**src/rtl/writeback_queue.sv**
```systemverilog
// Writeback queue: merges ALU and load-unit results into one register-file write port.
// Optional forwarding lookup is compiled only when WRITEBACK_QUEUE_FWD_EN is defined.
module writeback_queue (
  input  logic        clk,
  input  logic        rst,
  input  logic        alu_valid,
  output logic        alu_ready,
  input  logic [4:0]  alu_rd,
  input  logic [63:0] alu_data,
  input  logic        lsu_valid,
  output logic        lsu_ready,
  input  logic [4:0]  lsu_rd,
  input  logic [63:0] lsu_data,
  input  logic        wr_stall,
  output logic        we,
  output logic [4:0]  wr_addr,
  output logic [63:0] wr_data,
  input  logic [4:0]  fwd_addr_0,
  input  logic [4:0]  fwd_addr_1,
  output logic        fwd_hit_0,
  output logic        fwd_hit_1,
  output logic [63:0] fwd_data_0,
  output logic [63:0] fwd_data_1
);

  logic [4:0]  q_rd   [4];
  logic [63:0] q_data [4];
  logic [1:0]  wr_ptr, rd_ptr;
  logic [2:0]  count;
  logic        prio_lsu;

  logic        grant_alu, grant_lsu, not_full;
  logic        accept, push, pop;
  logic [4:0]  in_rd;
  logic [63:0] in_data;

  // A lone requester wins regardless of the priority bit.
  assign grant_alu = alu_valid & (~lsu_valid | ~prio_lsu);
  assign grant_lsu = lsu_valid & ~grant_alu;
  assign not_full  = (count != 3'd4);

  // Readies are gated by rst so they drop the instant reset asserts.
  assign alu_ready = rst & grant_alu & not_full;
  assign lsu_ready = rst & grant_lsu & not_full;

  assign accept  = alu_ready | lsu_ready;
  assign in_rd   = grant_alu ? alu_rd : lsu_rd;
  assign in_data = grant_alu ? alu_data : lsu_data;
  assign push    = accept & (in_rd != 5'd0);

  assign we      = rst & (count != 3'd0) & ~wr_stall;
  assign pop     = we;
  assign wr_addr = we ? q_rd[rd_ptr]   : 5'd0;
  assign wr_data = we ? q_data[rd_ptr] : 64'd0;

  always_ff @(posedge clk or negedge rst) begin
    if (!rst) begin
      wr_ptr   <= 2'd0;
      rd_ptr   <= 2'd0;
      count    <= 3'd0;
      prio_lsu <= 1'b0;
    end else begin
      if (push) wr_ptr <= wr_ptr + 2'd1;
      if (pop)  rd_ptr <= rd_ptr + 2'd1;
      count <= count + {2'd0, push} - {2'd0, pop};
      if (alu_valid && lsu_valid && accept) prio_lsu <= grant_alu;
    end
  end

  always_ff @(posedge clk) begin
    if (push) begin
      q_rd[wr_ptr]   <= in_rd;
      q_data[wr_ptr] <= in_data;
    end
  end

`ifdef WRITEBACK_QUEUE_FWD_EN
  // Scan oldest to newest so the newest matching entry wins.
  always_comb begin
    logic [1:0] idx;
    fwd_hit_0  = 1'b0;
    fwd_hit_1  = 1'b0;
    fwd_data_0 = 64'd0;
    fwd_data_1 = 64'd0;
    idx        = 2'd0;
    for (int i = 0; i < 4; i++) begin
      idx = rd_ptr + 2'(i);
      if (3'(i) < count) begin
        if (fwd_addr_0 != 5'd0 && q_rd[idx] == fwd_addr_0) begin
          fwd_hit_0  = 1'b1;
          fwd_data_0 = q_data[idx];
        end
        if (fwd_addr_1 != 5'd0 && q_rd[idx] == fwd_addr_1) begin
          fwd_hit_1  = 1'b1;
          fwd_data_1 = q_data[idx];
        end
      end
    end
  end
`else
  logic unused_fwd;
  assign unused_fwd = ^{fwd_addr_0, fwd_addr_1};
  assign fwd_hit_0  = 1'b0;
  assign fwd_hit_1  = 1'b0;
  assign fwd_data_0 = 64'd0;
  assign fwd_data_1 = 64'd0;
`endif

endmodule

```
**config.mk**
```make
export PLATFORM = sky130hd
export DESIGN_NAME = writeback_queue
export DESIGN_NICKNAME = d
export VERILOG_FILES = /design/src/rtl/writeback_queue.sv
export SDC_FILE = /design/constraint.sdc
export NUM_CORES = 1
export LEC_CHECK = 0
export CAP_MARGIN = 5
export CORE_MARGIN = 3
export CORE_UTILIZATION = 40
export DETAILED_ROUTE_END_ITERATION = 10
export PLACE_DENSITY = 0.66
export RECOVER_POWER = 25
export SYNTH_ARGS = -nofsm -noshare
export SYNTH_HDL_FRONTEND = slang
export SYNTH_SLANG_ARGS = --single-unit
export TNS_END_PERCENT = 100
```
**constraint.sdc**
```tcl
create_clock -name clk -period 2.69 [get_ports clk]
set_input_delay 0.807 -clock clk [delete_from_list [all_inputs] [get_ports clk]]
set_output_delay 0.807 -clock clk [all_outputs]
set_load 0.02 [all_outputs]
```
==> flow_summary.json <==
{
  "status": "finished with violations",
  "violations": "setup timing",
  "cp.arrival_ns": 2.17,
  "rows": 64,
  "synth_common_cells": "edfxtp_1, buf_4, and2_1, mux2_2, mux4_2",
  "syn_area_um2": 12700,
  "dieArea_um2": 33900,
  "met3_wirelength_um": 1790,
  "grt_pass1_wl_um": 39700,
  "slowest_delay_ns": 0.51,
  "clk_latency_ns": 0.53,
  "via_per_inst": 4.75,
  "cts_buffer_depth": 3,
  "worst_clock_skew_ns": 0.0168,
  "crit_type": "register to output port",
  "async_flop_share_pct": 2.82,
  "post-route-period-util_pct": 111,
  "first_iter_violations": 257,
  "wl_per_cell_um": 19.2,
  "grt_antenna_before_repair": 0,
  "cts_tree": "done",
  "cts_made_buffers": 29,
  "hold_violations": 0,
  "maxSlewViolCount": 0,
  "synth_area_leaders": "edfxtp_1, mux4_2, buf_4",
  "cts_root_buf": "clkbuf_16",
  "cts_sinks": 284,
  "multiInputGateArea_um2": 3760,
  "m1WireLength_um": 10900,
  "seq_area_um2": 8500,
  "synthCells": 693,
  "grt_pass1_vias": 6815,
  "startpoint_type": "register",
  "initial_utilization_pct": 41.0,
  "fill_cells": 2462,
  "dp_hpwl_um": 17000,
  "clk_pin_slew_worst_paths_ns": 0.06,
  "avgSynthCellArea_um2": 18.3,
  "dieHeight_um": 184,
  "post-route-util_pct": 54.2,
  "htree_levels": 1,
  "ant_nets": 0,
  "vias": 6613,
  "die_w_um": 184,
  "dr_wl_met2_um": 13700,
  "slew_headroom_pct": 62.9,
  "drc": 0,
  "powerDensity_nw_per_um2": 921,
  "tns_ns": -14.04,
  "ys.warnings.count": 0,
  "area_growth_syn_to_layout_pct": 32.0,
  "synth-main-ff-cell": "edfxtp_1",
  "nNetsFinal": 1136,
  "yosysMostFrequentCell": "edfxtp_1",
  "path_cells": "buf_4, buf_6, buf_16, mux4_2, and2_4, buf_6",
  "grt-ovfl-total": 0,
  "grt_start_max_net_pins": 37,
  "critPathBufInv": 4,
  "vdd_ir_drop_max_v": 0.000507,
  "path_delay_family": "buffers and inverters",
  "cp_common_cell": "buf_6",
  "hold_ws_ns": 0.546,
  "dr.max_layer_used": "met4",
  "antenna_cells": 0,
  "maxCapViolCount": 0,
  "finalSetupViolCount": 70,
  "synth_top_area_share_pct": 65.4,
  "grt_use_total_pct": 15.3,
  "slowest_stage": "dfrtp_4",
  "end_kind": "output port",
  "synth.distinct_cells": 26,
  "num_io_pins": 355,
  "cp.required_ns": 1.88,
  "fmax_mhz": 336,
  "yosysSeqAreaShare_pct": 66.9,
  "core_um2": 30900,
  "drive_above_1_share_pct": 40.3,
  "place_congestion": 0.710,
  "critPathMaxFanout": 5,
  "fin_ws_ns": -0.285,
  "dr.pass1.iters": 4,
  "rsz0062_at_grt": "true",
  "drt-total-wl_um": 26800,
  "p_total_mw": 15.4,
  "min_period_ns": 2.98,
  "power_leakage_nw": 6.09,
  "synth_edf_count": 276,
  "synth_area_leader_cell": "edfxtp_1",
  "ys_seq_elements": 284,
  "min_path_type": "register to register",
  "numPortBuffers": 214,
  "tightest_slew_ns": 0.556
}
==> state kept, by name (all words and copies together) (netlist names) <==
signal / cells
count: 3
wr_ptr: 2
q_rd: 20
prio_lsu: 1
q_data: 256
rd_ptr: 2
==> power by group <==
part           switching [mW]  leakage (nW)  internal, mW
sequential              0.201          2.61          5.78
clock                    1.56         0.438          2.25
combinational            2.60          3.05          3.02
total                    4.37          6.09          11.0
==> routing by layer <==
layer,vias up,track usage (%)
met5,-,0
met1,3342,20.2
met2,285,26.8
li1,2955,-
met3,31,3.13
met4,0,2.96
==> area by class of cell <==
cell class                      instances  share of cell area [%]
Sequential cell                       284                    50.8
Multi-Input combinational cell        371                    22.5
Timing Repair Buffer                  284                    18.3
Clock buffer                           40                    4.76
Tap cell                              396                    2.96
Clock inverter                         11                   0.665
Inverter                                6                   0.135
==> worst register-to-register path, delay by kind of cell, from the launching register on <==
kind	cells	cell delay, ns
compound gates	2	0.40
flops	1	0.38
xor+xnor	2	0.27
buf+inv	7	0.65
simple gates	1	0.04
fa+ha+maj	3	0.71
==> cells in the final DEF (no fill, tap or decap), types with 3 or more instances in the layout <==
master           count
and2_1              11
buf_4               36
ha_1                 4
buf_16               3
clkdlybuf4s50_1    135
and2_4              63
xnor2_1              4
buf_12              20
clkinvlp_4           3
mux4_2              69
buf_6               63
clkinv_2             5
mux2_2              69
clkbuf_8             3
edfxtp_1           276
conb_1             130
clkbuf_16           30
inv_2                3
dfrtp_1              6
buf_8                7
inv_1                3
buf_2               12
clkbuf_1            10
==> worst paths after layout <==
path | endpoint | slack (ns) | cells past startpoint | start
max in group asynchronous | rd_ptr[0] | 1.60 | 3 | rst
worst min register to register | prio_lsu | 0.55 | 1 | prio_lsu
worst max register to register | count[2] | 0.15 | 15 | count[0]
worst min-delay path | prio_lsu | 0.55 | 1 | prio_lsu
worst max-delay path | wr_data[53] | -0.29 | 6 | rd_ptr[0]
min in group asynchronous | count[0] | 0.70 | 3 | rst
==> kinds of logic (layout without fill, tap and decap cells) <==
kind of cell,count (synthesis),in the layout,synth area share [%]
multiplexers,139,139,18.5
XOR/XNOR,6,6,0.414
flip-flops,284,284,66.9
AND/OR/NAND/NOR,86,86,4.20
buffers and inverters,167,341,8.93
AO/OA/AOI/OAI,3,3,0.217
adder cells (fa/ha/maj),7,7,0.750
other,1,130,0.0296
==> per-stage QoR <==
stage | area (um^2) | setup slack [ns] | instances
after CTS | 16500 | -0.381 | 1392
after global routing | 16700 | -0.352 | 1392
after detailed placement | 15200 | -0.795 | 1312
after global placement | 15200 | -0.771 | 1312
final | 16700 | -0.285 | 1392
after floorplan | 13200 | -0.280 | 822
==> what timing repair did <==
action	CTS	global route
resized for setup	371	118
setup buffers	22	5
gates cloned	7	1
endpoints found under the setup margin	74	72
pin swaps	21	39
hold buffers	0	0
Note: power is estimated with default switching activity, not from simulation.
==> RTL change 1: new RTL, config.mk and constraints unchanged <==
Build with the macro `WRITEBACK_QUEUE_FWD_EN` defined.
--- a/src/rtl/writeback_queue.sv
+++ b/src/rtl/writeback_queue.sv
@@ -1,4 +1,6 @@
 // Writeback queue: merges ALU and load-unit results into one register-file write port.
 // Optional forwarding lookup is compiled only when WRITEBACK_QUEUE_FWD_EN is defined.
+`define WRITEBACK_QUEUE_FWD_EN
+
 module writeback_queue (
   input  logic        clk,
Function: changed (a bounded check fails within 4 cycles, from zero or initial values and one cycle with rst low).
==> RTL change 1 against the original RTL <==
- the flow still finishes with violations (negative setup slack)
- cell area up 120%
- register-to-register slack lost 0.66 ns
- die area increased by 64%
- worst setup slack got worse by 1.6 ns
- hold slack lost 0.065 ns
- total power increased to 2.9 times the old value
- count of clock-buffer cells in the layout shrank 3
- combinational power grew to 5.8 times the old value
- clock skew grew 0.029 ns
- area after synthesis grew 66%
- routed wire length grew to 4.0 times the old value
- sequential cell count unchanged
- critical endpoint is now fwd_data_1[51]
- largest cell class is now multi-input combinational cells
- largest power group is now combinational logic
==> RTL change 1: results <==
set metrics [dict create \
    outcome "finished with violations" \
    violations "negative setup slack" \
    ys_seq_area_share_pct 40.22 \
    synth_fp_nets 2341 \
    syn_inst 2179 \
    setup_ws_ns -1.890 \
    crit_end "fwd_data_1[51]" \
    wl_per_cell_um 29.01 \
    gp_congestion 0.9173 \
    intPower_w 0.02423 \
    reg2reg_to "count[1]" \
    h-tree-depth 2 \
    cp-startpoint "rd_ptr[0]" \
    clock-root-buffer "clkbuf_16" \
    hold_path_depth 1 \
    route.detailed.drc 0 \
    min_to "prio_lsu" \
    diodes 0 \
    drt_iter0_drc 3268 \
    dr.pass1.iters 6 \
    setup_viol 482 \
    clk_pin_slew_ns 0.06 \
    ys_warn_count 0 \
    skew_ns 0.04593 \
    synth_edf_count 276 \
    p_switching_w 0.01975 \
    grt_start_max_net_pins 80 \
    grt_util_all_layers_pct 33.73 \
    post_cts_resized 1364 \
    grt_pass1_wl_um 144200 \
    cts_setup_buffers 180 \
    ir_worst_vdd_uv 748.2 \
    hp-start "prio_lsu" \
    synth_common_cells "edfxtp_1, nor2_1, a21oi_1" \
    ys.flop_type "edfxtp_1" \
    routed_wl_um 106700 \
    grt_pass1_vias 23221 \
    synth_area_leaders "edfxtp_1, mux2_2, mux2i_1, a21oi_1, nor2_1" \
    cts_buffers 35 \
    slew_headroom_pct 6.317 \
    seq_power_w 0.00619 \
    total_leakage_power_nw 14.13 \
    antenna_found_initial 0 \
    drive_above_1_share_pct 49.82 \
    clkPwrFrac_pct 11.3 \
    detailed_place_hpwl_um 51660 \
    io_buffers 354 \
    cts_buffer_depth 3 \
    rrSetupSlack_ns -0.51 \
    cp.arrival_ns 3.77 \
    insertion_delay_ns 0.58 \
    path_max_fanout 15 \
    synth.distinct_cells 60 \
    vias_per_cell 6.469 \
    placedCellCount 3272 \
    largest_registers "q_data (256), q_rd (20), count (3)" \
    fin_nets 3135 \
    synthArstFlopShare_pct 2.817 \
    reg2reg_depth 10 \
    r2r_start "count[0]" \
]
RTL change 1: changes by cell type in the layout (fill, tap and decap cells not counted), moves of 96 or more:
cell / change
nor3_1: +172
nor2_1: +203
mux2i_1: +117
conb_1: -130
buf_12: +96
buf_4: +396
a21oi_1: +187
RTL change 1: cells by family after synthesis:
logic type / share of synthesized area (%)
xor+xnor: 1.701
buf+inv: 5.009
fa+ha+maj: 0.5691
simple gates: 19.22
compound gates: 17.16
mux: 16.13
flops: 40.22
RTL change 1: final cells by class:
class | instances | area, um2
fill | 3299 | 14930
clock buffer | 37 | 904.6
inverter | 18 | 93.84
clock inverter | 24 | 271.5
sequential | 284 | 8496
timing repair buffer | 969 | 11150
tap | 680 | 850.8
multi-input combinational | 1665 | 15020
RTL change 1: per-stage QoR:
step / setup TNS (ns) / instance area (um2) / setup WS, ns / hold WS (ns)
after floorplan: -92.84 / 22310 / -0.8058 / 0.4454
after global placement: -554.29 / 28530 / -1.859 / 0.5173
after detailed placement: -573.18 / 28530 / -1.880 / 0.5257
after CTS: -280.73 / 34140 / -1.959 / 0.3284
after global routing: -461.10 / 36790 / -1.920 / 0.5306
final: -419.56 / 36790 / -1.890 / 0.4810
RTL change 1: routing by layer:
metal	GRT usage (%)	vias up	part of all wire (%)
met5	0	-	0
met4	19.86	0	7.1
met3	8.388	584	12
met2	54.51	1959	46
met1	40.86	11422	35
li1	-	9821	-
RTL change 1: critical path, stage by stage (launching register included):
cell,delay [ns]
dfrtp_4,0.50
buf_12,0.16
buf_6,0.12
buf_6,0.11
mux4_2,0.47
xnor2_2,0.20
nand4_1,0.20
and4bb_4,0.41
buf_12,0.14
buf_8,0.11
buf_16,0.19
buf_4,0.15
a221oi_2,0.03
o31ai_2,0.20
buf_4,0.18
==> RTL change 2: new RTL, same settings <==
Made on the original files. Make the reset (`rst`) synchronous in one clocked block.
--- a/src/rtl/writeback_queue.sv
+++ b/src/rtl/writeback_queue.sv
@@ -54,5 +54,5 @@
   assign wr_data = we ? q_data[rd_ptr] : 64'd0;
 
-  always_ff @(posedge clk or negedge rst) begin
+  always_ff @(posedge clk) begin
     if (!rst) begin
       wr_ptr   <= 2'd0;
Behaviour: same outputs for any inputs over 4 cycles, from zero or initial values and one cycle with rst low; that may be too few to reach the edited logic, so the function may still have changed.
==> RTL change 2 against the original RTL <==
- the flow still finishes with violations (negative setup slack)
- register-to-register slack better by 0.06 ns
- largest power group unchanged
- sequential cell count is 2 higher
- synthesized cell count is 2.0% higher
- cell area is 2.3% higher
- largest cell class unchanged
- worst setup slack better by 0.042 ns
- clock power is 5% higher
- area after synthesis is 0.45% higher
- routed wire length is 0.74% higher
- total power is 16% lower
- critical endpoint is now wr_data[19]
- cell count is 2.4% higher
==> RTL change 2: results <==
set metrics [dict create \
    gp_congestion 0.7103 \
    placed_cell_area_um2 15370 \
    drt_iter0_drc 378 \
    fill_cells 2409 \
    fin_nets 1167 \
    cts_buffer_depth 3 \
    synth_area_leaders "edfxtp_1, mux4_2, buf_4, mux2_2, nor2b_1" \
    path_max_fanout 8 \
    setup_ws_ns -0.2426 \
    crit_slowest_cell "mux4_2" \
    grt_pass1_vias 6794 \
    synth_common_cells "edfxtp_1, buf_4, nor2b_1" \
    io_buffers 214 \
    crit_family "buffers and inverters" \
    ir_worst_vdd_uv 518.8 \
    synth.distinct_cells 25 \
    grt_use_met2_pct 27.64 \
    grt_start_max_net_pins 52 \
    outcome "finished with violations" \
    num_vias 6736 \
    grt_pass1_wl_um 39130 \
    cpPeakStageDelay_ns 0.50 \
    cp.arrival_ns 2.13 \
    dr.pass1.iters 4 \
    synthArstFlopShare_pct 0 \
    placedCellCount 1327 \
    insertion_delay_ns 0.56 \
    met3_length_um 1789 \
    m1WireLength_um 10430 \
    wl_met2_um 14150 \
    routed_wl_um 26970 \
    clk_pin_slew_ns 0.06 \
    detailed_place_hpwl_um 17460 \
    grt_util_all_layers_pct 15.15 \
    ys.flop_type "edfxtp_1" \
    use_met1_pct 18.74 \
    slew_headroom_pct 29.78 \
    violations "negative setup slack" \
    total_leakage_power_nw 6.153 \
    grt_util_met3_pct 3.079 \
    drive_above_1_share_pct 35.08 \
    ys_seq_area_share_pct 66.65 \
    layoutNonFillerInstCount 1425 \
    avgSynthCellArea_um2 18.01 \
    skew_ns 0.02655 \
    antenna_found_initial 0 \
    dpl_worst_slack_ns -0.9169 \
    setup_viol 69 \
    setup_tns_ns -11.62 \
    p_switching_w 0.003314 \
]
## RTL change 2: logic make-up after synthesis
| family | Yosys count | share of synthesized area (%) |
|---|---|---|
| DFF | 286 | 66.65 |
| buffers and inverters | 169 | 9.019 |
| muxes | 141 | 18.54 |
| and+or+nand+nor | 96 | 4.529 |
| adders and majority gates | 7 | 0.7466 |
| xor gates and xnor gates | 4 | 0.2750 |
| AOI/OAI and AO/OA | 3 | 0.2161 |
| other | 1 | 0.02944 |
## RTL change 2: power groups by stage
stage          clock network [W]  registers (W)  logic (W)
3_3_place_gp                   0        0.00559    0.00276
3_5_place_dp                   0        0.00561    0.00277
5_1_grt                  0.00429        0.00554    0.00362
2_1_floorplan                  0        0.00557    0.00174
4_1_cts                  0.00409        0.00551    0.00316
6_report                 0.00400        0.00551    0.00337
## RTL change 2: stage by stage
step           utilization [%]  hold slack (ns)
2_1_floorplan                -           0.4336
3_3_place_gp             49.61           0.4894
3_5_place_dp             49.61           0.5018
4_1_cts                  53.83           0.5101
5_1_grt                  55.26           0.5023
6_report                 55.26           0.4644
## RTL change 2: what timing repair did
item	4_1_cts	5_1_grt
setup buffers	26	15
hold endpoints to repair	0	0
resized for setup	388	102
endpoints found under the setup margin	74	73
pin swaps	8	8
gates cloned	6	3
## RTL change 2: cell type report
cell class | instances | share of cell area [%]
sequential | 286 | 49.62
multi-input combinational | 381 | 22.79
timing repair buffer | 302 | 18.94
clock buffer | 32 | 4.303
tap | 396 | 2.893
clock inverter | 21 | 1.279
inverter | 7 | 0.1827
## RTL change 2: final timing paths
kind,from,end,slack (ns),cells after the start
worst max-delay path,flop,wr_data[19],-0.24,6
worst min-delay path,prio_lsu,prio_lsu,0.46,1
worst max register to register,count[0],q_data[0][54],0.21,7
worst min register to register,prio_lsu,prio_lsu,0.46,1
